## config.mk

```make
export PLATFORM = sky130hd
export DESIGN_NAME = packet_feeder
export DESIGN_NICKNAME = d
export VERILOG_FILES = /design/src/rtl/router_pkg.sv /design/src/rtl/packet_fifo.sv /design/src/rtl/packet_feeder.sv
export SDC_FILE = /design/constraint.sdc
export NUM_CORES = 1
export LEC_CHECK = 0
export CELL_PAD_IN_SITES_DETAIL_PLACEMENT = 1
export CELL_PAD_IN_SITES_GLOBAL_PLACEMENT = 2
export CORE_MARGIN = 3
export CORE_UTILIZATION = 49
export DETAILED_ROUTE_END_ITERATION = 10
export HOLD_SLACK_MARGIN = 0.08
export PLACE_DENSITY = 0.84
export RECOVER_POWER = 50
export SKIP_CTS_REPAIR_TIMING = 1
export SYNTH_ARGS = -nofsm -noshare
export SYNTH_HDL_FRONTEND = slang
export SYNTH_SLANG_ARGS = --single-unit
```

## constraint.sdc

```tcl
create_clock -name clk -period 13.4 [get_ports clk]
set_input_delay 2.68 -clock clk [delete_from_list [all_inputs] [get_ports clk]]
set_output_delay 2.68 -clock clk [all_outputs]
set_load 0.005 [all_outputs]
```

## src/rtl/router_pkg.sv

```systemverilog
// Shared packet definitions for the router and its ingress feeder.
// Field positions and destination addresses live here so both decode them identically.
package router_pkg;

    localparam int PKT_W   = 43;
    localparam int CNT_HI  = 42;
    localparam int CNT_LO  = 40;
    localparam int ADDR_HI = 39;
    localparam int ADDR_LO = 24;

    // Destination addresses as {high byte, low byte}.
    localparam logic [15:0] ADDR_0 = {8'd188, 8'd39};
    localparam logic [15:0] ADDR_1 = {8'd170, 8'd153};
    localparam logic [15:0] ADDR_2 = {8'd83,  8'd168};
    localparam logic [15:0] ADDR_3 = {8'd104, 8'd148};

    typedef logic [PKT_W-1:0] pkt_t;

    // A packet is routable when it asks for at least one copy and targets a known port.
    function automatic logic pkt_is_valid(input pkt_t pkt);
        logic [2:0]  cnt;
        logic [15:0] addr;
        cnt  = pkt[CNT_HI:CNT_LO];
        addr = pkt[ADDR_HI:ADDR_LO];
        return (cnt != 3'd0) &&
               (addr == ADDR_0 || addr == ADDR_1 || addr == ADDR_2 || addr == ADDR_3);
    endfunction

endpackage

```

## src/rtl/packet_fifo.sv

```systemverilog
// Generic in-order FIFO: storage, wrapping pointers, occupancy counter and head read.
// Push is ignored when full and pop is ignored when empty, both judged on pre-edge state.
module packet_fifo #(
    parameter int DEPTH = 8,
    parameter int WIDTH = 43
) (
    input  logic                     clk,
    input  logic                     rst,
    input  logic                     push,
    input  logic [WIDTH-1:0]         push_data,
    input  logic                     pop,
    output logic [WIDTH-1:0]         head,
    output logic                     full,
    output logic                     empty,
    output logic [$clog2(DEPTH):0]   occupancy
);

    localparam int AW = $clog2(DEPTH);
    localparam logic [AW:0] DEPTH_C = (AW+1)'(DEPTH);

    logic [WIDTH-1:0] mem [DEPTH];
    logic [AW-1:0]    wr_ptr;
    logic [AW-1:0]    rd_ptr;
    logic             do_push;
    logic             do_pop;

    assign full    = (occupancy == DEPTH_C);
    assign empty   = (occupancy == '0);
    assign do_push = push && !full;
    assign do_pop  = pop && !empty;
    assign head    = mem[rd_ptr];

    // NOTE: the storage array has no reset; an entry is only ever read after it has been
    // written, and leaving it unreset lets it map onto plain RAM/register-file cells.
    always_ff @(posedge clk) begin
        if (do_push) begin
            mem[wr_ptr] <= push_data;
        end
    end

    // Pointers wrap naturally because DEPTH is a power of two.
    always_ff @(posedge clk or posedge rst) begin
        if (rst) begin
            wr_ptr    <= '0;
            rd_ptr    <= '0;
            occupancy <= '0;
        end else begin
            if (do_push) begin
                wr_ptr <= wr_ptr + 1'b1;
            end
            if (do_pop) begin
                rd_ptr <= rd_ptr + 1'b1;
            end
            if (do_push && !do_pop) begin
                occupancy <= occupancy + 1'b1;
            end else if (do_pop && !do_push) begin
                occupancy <= occupancy - 1'b1;
            end
        end
    end

endmodule

```

## src/rtl/packet_feeder.sv

```systemverilog
// Ingress stage in front of the 4-channel router: filters malformed packets, counts
// rejections, queues good packets and presents the head (or an all-zero dummy) to the router.
module packet_feeder
    import router_pkg::*;
#(
    parameter int DEPTH = 8
) (
    input  logic                     clk,
    input  logic                     rst,
    input  logic                     in_valid,
    input  logic [PKT_W-1:0]         in_data,
    output logic                     in_ready,
    input  logic                     rtr_ready,
    output logic [PKT_W-1:0]         data_out,
    output logic                     full,
    output logic                     empty,
    output logic [$clog2(DEPTH):0]   occupancy,
    output logic [7:0]               drop_count
);

    pkt_t head;
    logic handshake;
    logic pkt_ok;

    // Rejected packets still complete the handshake so bad data never stalls the producer.
    assign in_ready  = !full;
    assign handshake = in_valid && in_ready;
    assign pkt_ok    = pkt_is_valid(in_data);

    packet_fifo #(
        .DEPTH (DEPTH),
        .WIDTH (PKT_W)
    ) u_fifo (
        .clk       (clk),
        .rst       (rst),
        .push      (handshake && pkt_ok),
        .push_data (in_data),
        .pop       (rtr_ready),
        .head      (head),
        .full      (full),
        .empty     (empty),
        .occupancy (occupancy)
    );

    assign data_out = empty ? '0 : head;

    always_ff @(posedge clk or posedge rst) begin
        if (rst) begin
            drop_count <= '0;
        end else if (handshake && !pkt_ok && drop_count != 8'hFF) begin
            drop_count <= drop_count + 1'b1;
        end
    end

endmodule

```

==> results.txt, run 1 <==
Status -> complete, but fails checks
Failing checks -> capacitance limit, slew limit
HPWL after detailed placement -> 16,820 um
I/O Buffers -> 104
Critical Setup Path Class -> input pin to flip-flop
Worst-Skew Late Latency -> 510 ps
Vias in the first global route -> 7,838
Avg WL per Cell -> 25.70 um
GRT overflow -> 0
TritonCTS Buffers -> 38
Total GRT Usage -> 0.2021
Rows -> 61
Filler Cell Count -> 2,361
First-pass GRT wire length -> 47,420 um
F_max -> 0.1443 GHz
Clock Path Buffers -> 3
Compound-Gate Fraction of Synth Area -> 0.004491
Sequential area share after synthesis -> 0.7587
DR vias -> 6,938
Top-level port count -> 105
CP endpoint kind -> flip-flop
Max cap viols -> 1
RePlAce Congestion -> 0.7393
# setup viols final -> 0
Detail Route Antenna Nets -> 0
Fraction of synthesized area in multiplexers -> 0.1713
Final period util -> 0.5173
DRT Wirelength -> 30,660 um
Crit Path Max Fanout -> 11
PnR Total Power -> 3.319 mW
CTS Root Cell -> clkbuf_16
Synth Register Bits -> 362
RSZ-0062 raised after global routing -> false
Post-synth ARST share -> 0.04972
Static leakage -> 5.572 nW
Ys flop type -> edfxtp_1
Drt first pass iters -> 5
Post-Syn Instances -> 663
Worst-path clk slew -> 60 ps
Setup TNS -> 0 ps
Fin Clk Skew -> 6.414 ps
Final hold vios -> 0
Combinational family with the most area after synthesis -> multiplexers
Power density over the cells -> 195.7 mW/mm2
# diodes -> 0
Final nets -> 842
Synth Warn # -> 0
Worst Path Required -> 13,790 ps
Pins Over Slew Limit -> 12
Number of H-tree levels -> 2
Area delta synth->final -> 19.38%
Netlist cell types -> 40
EDFF count, synth -> 344
Cell area after synthesis -> 0.01421 mm2
# clock sinks -> 362
Syn_area_per_cell -> 21.43 um2
Xor/xnor share of the synthesized area -> 0.008013
Post-DR vias/cell -> 5.816
VDD IR max -> 111.9 uV
Post-synthesis simple-gate area fraction -> 0.03892
Largest net degree at the start of global routing -> 77
Post-Syn Nets -> 717
Die area -> 0.03108 mm2
Slew HR -> -0.2872
DRC -> 0
Layout cells sized above 1 -> 0.2086
Final core utilization -> 0.6023
Startpoint types -> input pin
Tmin final -> 6932 ps
Starting Density -> 0.5046
Initial DRC count -> 644
Chip width -> 176.3 um
Adder-cell share of the synthesized area -> 0.006692
Die H -> 176.3 um
CTS tree -> yes
Type of the most critical hold path -> flip-flop to flip-flop
Initial antenna violation count -> 1
Worst Tran Pin Value -> 1911 ps
Core Region -> 0.02816 mm2
Arrival @ worst endpoint -> 7320 ps
[sequential cells by signal (all words and copies together), names as in the netlist]
register	flops
drop_count	8
u_fifo.mem	344
u_fifo.occupancy	4
u_fifo.rd_ptr	3
u_fifo.wr_ptr	3
[metal layers]
| metal | vias up | share of wire | global-route usage |
|---|---|---|---|
| met5 | - | 0.00023 | 0 |
| met2 | 200 | 0.51 | 0.3400 |
| met1 | 3717 | 0.43 | 0.2828 |
| met4 | 2 | 0.011 | 0.03893 |
| li1 | 2982 | - | - |
| met3 | 37 | 0.047 | 0.03720 |
[metrics by stage]
| stage | hold WS (ps) | area (um2) | instances | worst slack [ps] |
|---|---|---|---|---|
| 2_1_floorplan | 502.7 | 14210 | 663 | 4999 |
| 3_3_place_gp | 503.7 | 15750 | 1126 | 7245 |
| 3_5_place_dp | 532.2 | 15750 | 1126 | 7092 |
| 4_1_cts | 548.0 | 16990 | 1193 | 6679 |
| 5_1_grt | 569.4 | 16960 | 1193 | 6023 |
| 6_report | 534.1 | 16960 | 1193 | 6468 |
[worst paths after layout]
kind	start	depth (start not counted)	slack [ps]	endpoint
min in group asynchronous	rst	2	2740	u_fifo.wr_ptr[0]
min reg2reg	drop_count[0]	1	530	drop_count[0]
max	in_data[27]	14	6470	u_fifo.occupancy[3]
min	drop_count[0]	1	530	drop_count[0]
max in group asynchronous	rst	2	10100	u_fifo.rd_ptr[1]
max reg2reg	u_fifo.occupancy[0]	12	9730	u_fifo.occupancy[3]
[logic make-up after synthesis]
family,Yosys count
fa+ha+maj,7
compound gates,9
xor+xnor,13
mux,135
buf+inv,39
flops,362
simple gates,98
[cell type report]
class,instances,area (um2),share of cell area
flip-flops and latches,362,10790,0.6360
multi-input cells,262,3297,0.1943
repair buffers,116,1131,0.06668
clock buffers,51,1094,0.06446
well taps,378,473.0,0.02788
clock inverters,16,150.1,0.008851
inverters,8,30.03,0.001770
[critical path: stages]
cell and delay [ps]:
dlygate4sd3_1 690, nor4b_1 620, a32oi_1 160, nor3_1 770
o21ai_0 860, inv_1 210, ha_1 240, inv_1 110
ha_1 290, a21o_1 180, a21oi_1 170, xnor2_1 130
nor2_1 70, xor2_1 140
[cells in the final DEF, fill, tap and decap left out, types with 3 or more instances in the layout]
cell,count
and3b_1,3
buf_4,12
bufinv_16,3
clkbuf_1,7
clkbuf_16,41
clkbuf_8,3
clkdlybuf4s50_1,46
clkinv_1,6
clkinv_2,6
dfrtp_1,15
dlygate4sd3_1,58
edfxtp_1,344
ha_1,6
inv_1,8
mux2_1,4
mux2i_1,43
mux4_2,86
nand2_1,9
nand3_1,3
nand4_1,5
nor2_1,47
nor4_1,5
nor4_2,4
xnor2_1,8
xor2_1,5
[cell usage after synthesis, drive strengths merged (4+ instances only)]
cell / count / area, um2
nor4b: 5 / 68.82
edfxtp: 344 / 10330
nor4: 10 / 68.81
nand2: 9 / 33.78
dfrtp: 18 / 450.4
nor3: 4 / 31.28
nor2: 47 / 176.4
ha: 6 / 75.07
buf: 18 / 90.09
xor2: 5 / 43.79
nand4: 5 / 31.28
clkbuf: 13 / 48.80
inv: 8 / 30.03
mux2i: 43 / 430.4
mux2: 6 / 67.56
xnor2: 8 / 70.07
mux4: 86 / 1937
[report_power, final]
group	total (mW)	switching (mW)	leakage, nW	internal, mW
Sequential	1.35	0.0877	3.31	1.26
Combinational	0.937	0.387	1.65	0.550
Clock	1.03	0.405	0.610	0.628
Total	3.32	0.879	5.57	2.44
Note: power is estimated with default switching activity, not from simulation.
==> run 2, diff against run 1 <==
- CORE_UTILIZATION: 49 -> 46
- PLACE_DENSITY: 0.84 -> 0.8
- clock period: 13.4 -> 6.58 ns (I/O delays scaled with it)
==> results.txt, run 2 (synthesized netlist as in run 1, its figures left out) <==
Hold Startpoint -> drop_count[0]
Rows -> 63 (+3.3%)
Worst-path clk slew -> 60 ps (about the same)
VDD IR max -> 214.6 uV (+92%)
FF-to-FF path depth -> 12 (unchanged)
Placed insts -> 1,137 (+0.98%)
Slew HR -> 0.3171 (+0.6044)
Static leakage -> 5.532 nW (-0.72%)
Biggest register -> u_fifo.mem
First-pass GRT wire length -> 48,360 um (+2.0%)
Pins Over Slew Limit -> 0 (-12)
Power density over the cells -> 396.1 mW/mm2 (+100%)
Crit Path Max Fanout -> 11 (unchanged)
GR peak layer -> met2
HPWL after detailed placement -> 17,430 um (+3.6%)
Design Area, Final -> 0.01692 mm2 (-0.25%)
CP startpoint -> in_data[37]
Avg WL per Cell -> 26.51 um (+3.1%)
Dpl cell area -> 0.01577 mm2 (+0.14%)
Worst-Skew Late Latency -> 510 ps (about the same)
DR vias -> 6,908 (-0.43%)
Number of H-tree levels -> 2 (unchanged)
Clock Path Buffers -> 3 (unchanged)
Met1 Track Usage GR -> 0.2615 (-0.02130)
Chip width -> 181.8 um (+3.1%)
Core Region -> 0.03003 mm2 (+6.6%)
Final nets -> 840 (-0.24%)
Met3 Usage GRT -> 0.03466 (-0.002549)
Startpoint types -> input pin
Max cap viols -> 0 (-1)
Finished Layout Cells -> 1,201 (+0.67%)
Tmin final -> 5194 ps
CP endpoint kind -> flip-flop
DRC -> 0 (unchanged)
Layout cells sized above 1 -> 0.2084 (about the same)
Die H -> 181.8 um (+3.1%)
Area of the multi-input gates -> 0.003303 mm2 (+0.19%)
CP max stage delay -> 800 ps (-60 ps)
TritonCTS Buffers -> 37 (-2.6%)
DRT Wirelength -> 31,830 um (+3.8%)
Most common cell after layout, fill and taps aside -> edfxtp_1
Top-level port count -> 105 (unchanged)
Max reg flops -> 344 (unchanged)
PnR Total Power -> 6.703 mW (+100%)
Status -> finished clean
RSZ-0062 raised after global routing -> false
CTS tree -> yes
I/O Buffers -> 104 (unchanged)
# diodes -> 0 (unchanged)
# setup viols final -> 0 (unchanged)
Critical Path, Cell by Cell -> dlygate4sd3_1 -> nand2_1 -> or4b_2 -> nor3_1 -> o21ai_2 -> inv_1 -> ha_1 -> inv_1 -> ha_1 -> a21o_1 -> a21oi_1 -> xnor2_1 -> nor2_1 -> xor2_1
CTS Root Cell -> clkbuf_16
Initial DRC count -> 625 (-3.0%)
Final period util -> 0.7894
Detail Route Antenna Nets -> 0 (unchanged)
Worst Tran Pin Value -> 1016 ps (-894.2 ps)
R2R Path Start -> u_fifo.occupancy[0]
Critical Setup Path Class -> input pin to flip-flop
Final hold vios -> 0 (unchanged)
Most frequent cells in the layout -> edfxtp_1 (344), mux4_2 (86), dlygate4sd3_1 (57)
Worst Path Required -> 6970 ps (-6820 ps)
Initial antenna violation count -> 1 (unchanged)
Fin Clk Skew -> 12.50 ps (+6.082 ps)
Vias in the first global route -> 7,826 (-0.15%)
Hold Crit Depth -> 1 (unchanged)
Post-DR vias/cell -> 5.752 (-1.1%)
Met2 GRT Util -> 0.3347 (-0.005307)
Drt first pass iters -> 4 (-1)
Area delta synth->final -> 19.08%
Register area -> 0.01079 mm2 (about the same)
Largest net degree at the start of global routing -> 66 (-14%)
Arrival @ worst endpoint -> 5580 ps (-1740 ps)
Setup TNS -> 0 ps (unchanged)
F_max -> 0.1925 GHz
Total GRT Usage -> 0.1946 (-0.007558)
Largest regs -> u_fifo.mem x344, drop_count x8, u_fifo.occupancy x4
Die area -> 0.03304 mm2 (+6.3%)
Type of the most critical hold path -> flip-flop to flip-flop
RePlAce Congestion -> 0.7659 (+3.6%)
GRT overflow -> 0 (unchanged)
# clock sinks -> 362 (unchanged)
Filler Cell Count -> 2,579 (+9.2%)
Crit-path slowest cell -> nor3_1
Starting Density -> 0.4731 (-0.03140)
==> run 2: path summary, 6_finish.rpt <==
kind	endpoint	slack [ps]
min in group asynchronous	u_fifo.wr_ptr[2]	1410
worst max-delay path	u_fifo.occupancy[3]	1390
worst max register to register	u_fifo.occupancy[3]	3400
worst min-delay path	drop_count[0]	530
worst min register to register	drop_count[0]	530
max in group asynchronous	u_fifo.rd_ptr[1]	4560
==> run 2: where the power goes <==
part	switching (mW)	internal [mW]
registers	0.318	2.57
clock network	0.825	1.21
logic	0.656	1.13
==> run 2: worst max-delay path: cells and delay by family <==
family | cells | cell delay [ps]
compound gates | 3 | 790
xor+xnor | 2 | 280
fa+ha+maj | 2 | 480
buf+inv | 3 | 1010
simple gates | 4 | 1700
==> run 2: area by class of cell <==
type                    count  share of cell area
inverters                   8            0.001775
clock buffers              46             0.05790
multi-input cells         262              0.1952
repair buffers            115             0.06714
well taps                 390             0.02884
clock inverters            18             0.01139
flip-flops and latches    362              0.6378
==> run 2: routing by layer <==
metal / vias up / share of wire
met5: - / 0.00041
met4: 2 / 0.015
met3: 38 / 0.055
met2: 209 / 0.52
met1: 3685 / 0.41
li1: 2974 / -
==> run 2: metrics by stage <==
step	util	hold WS (ps)	setup slack, ps
6_report	0.5634	533.5	1386
5_1_grt	0.5634	558.4	1041
4_1_cts	0.5641	544.1	1785
3_5_place_dp	0.5250	528.3	1627
3_3_place_gp	0.5250	505.3	1802
2_1_floorplan	-	502.7	-457.3
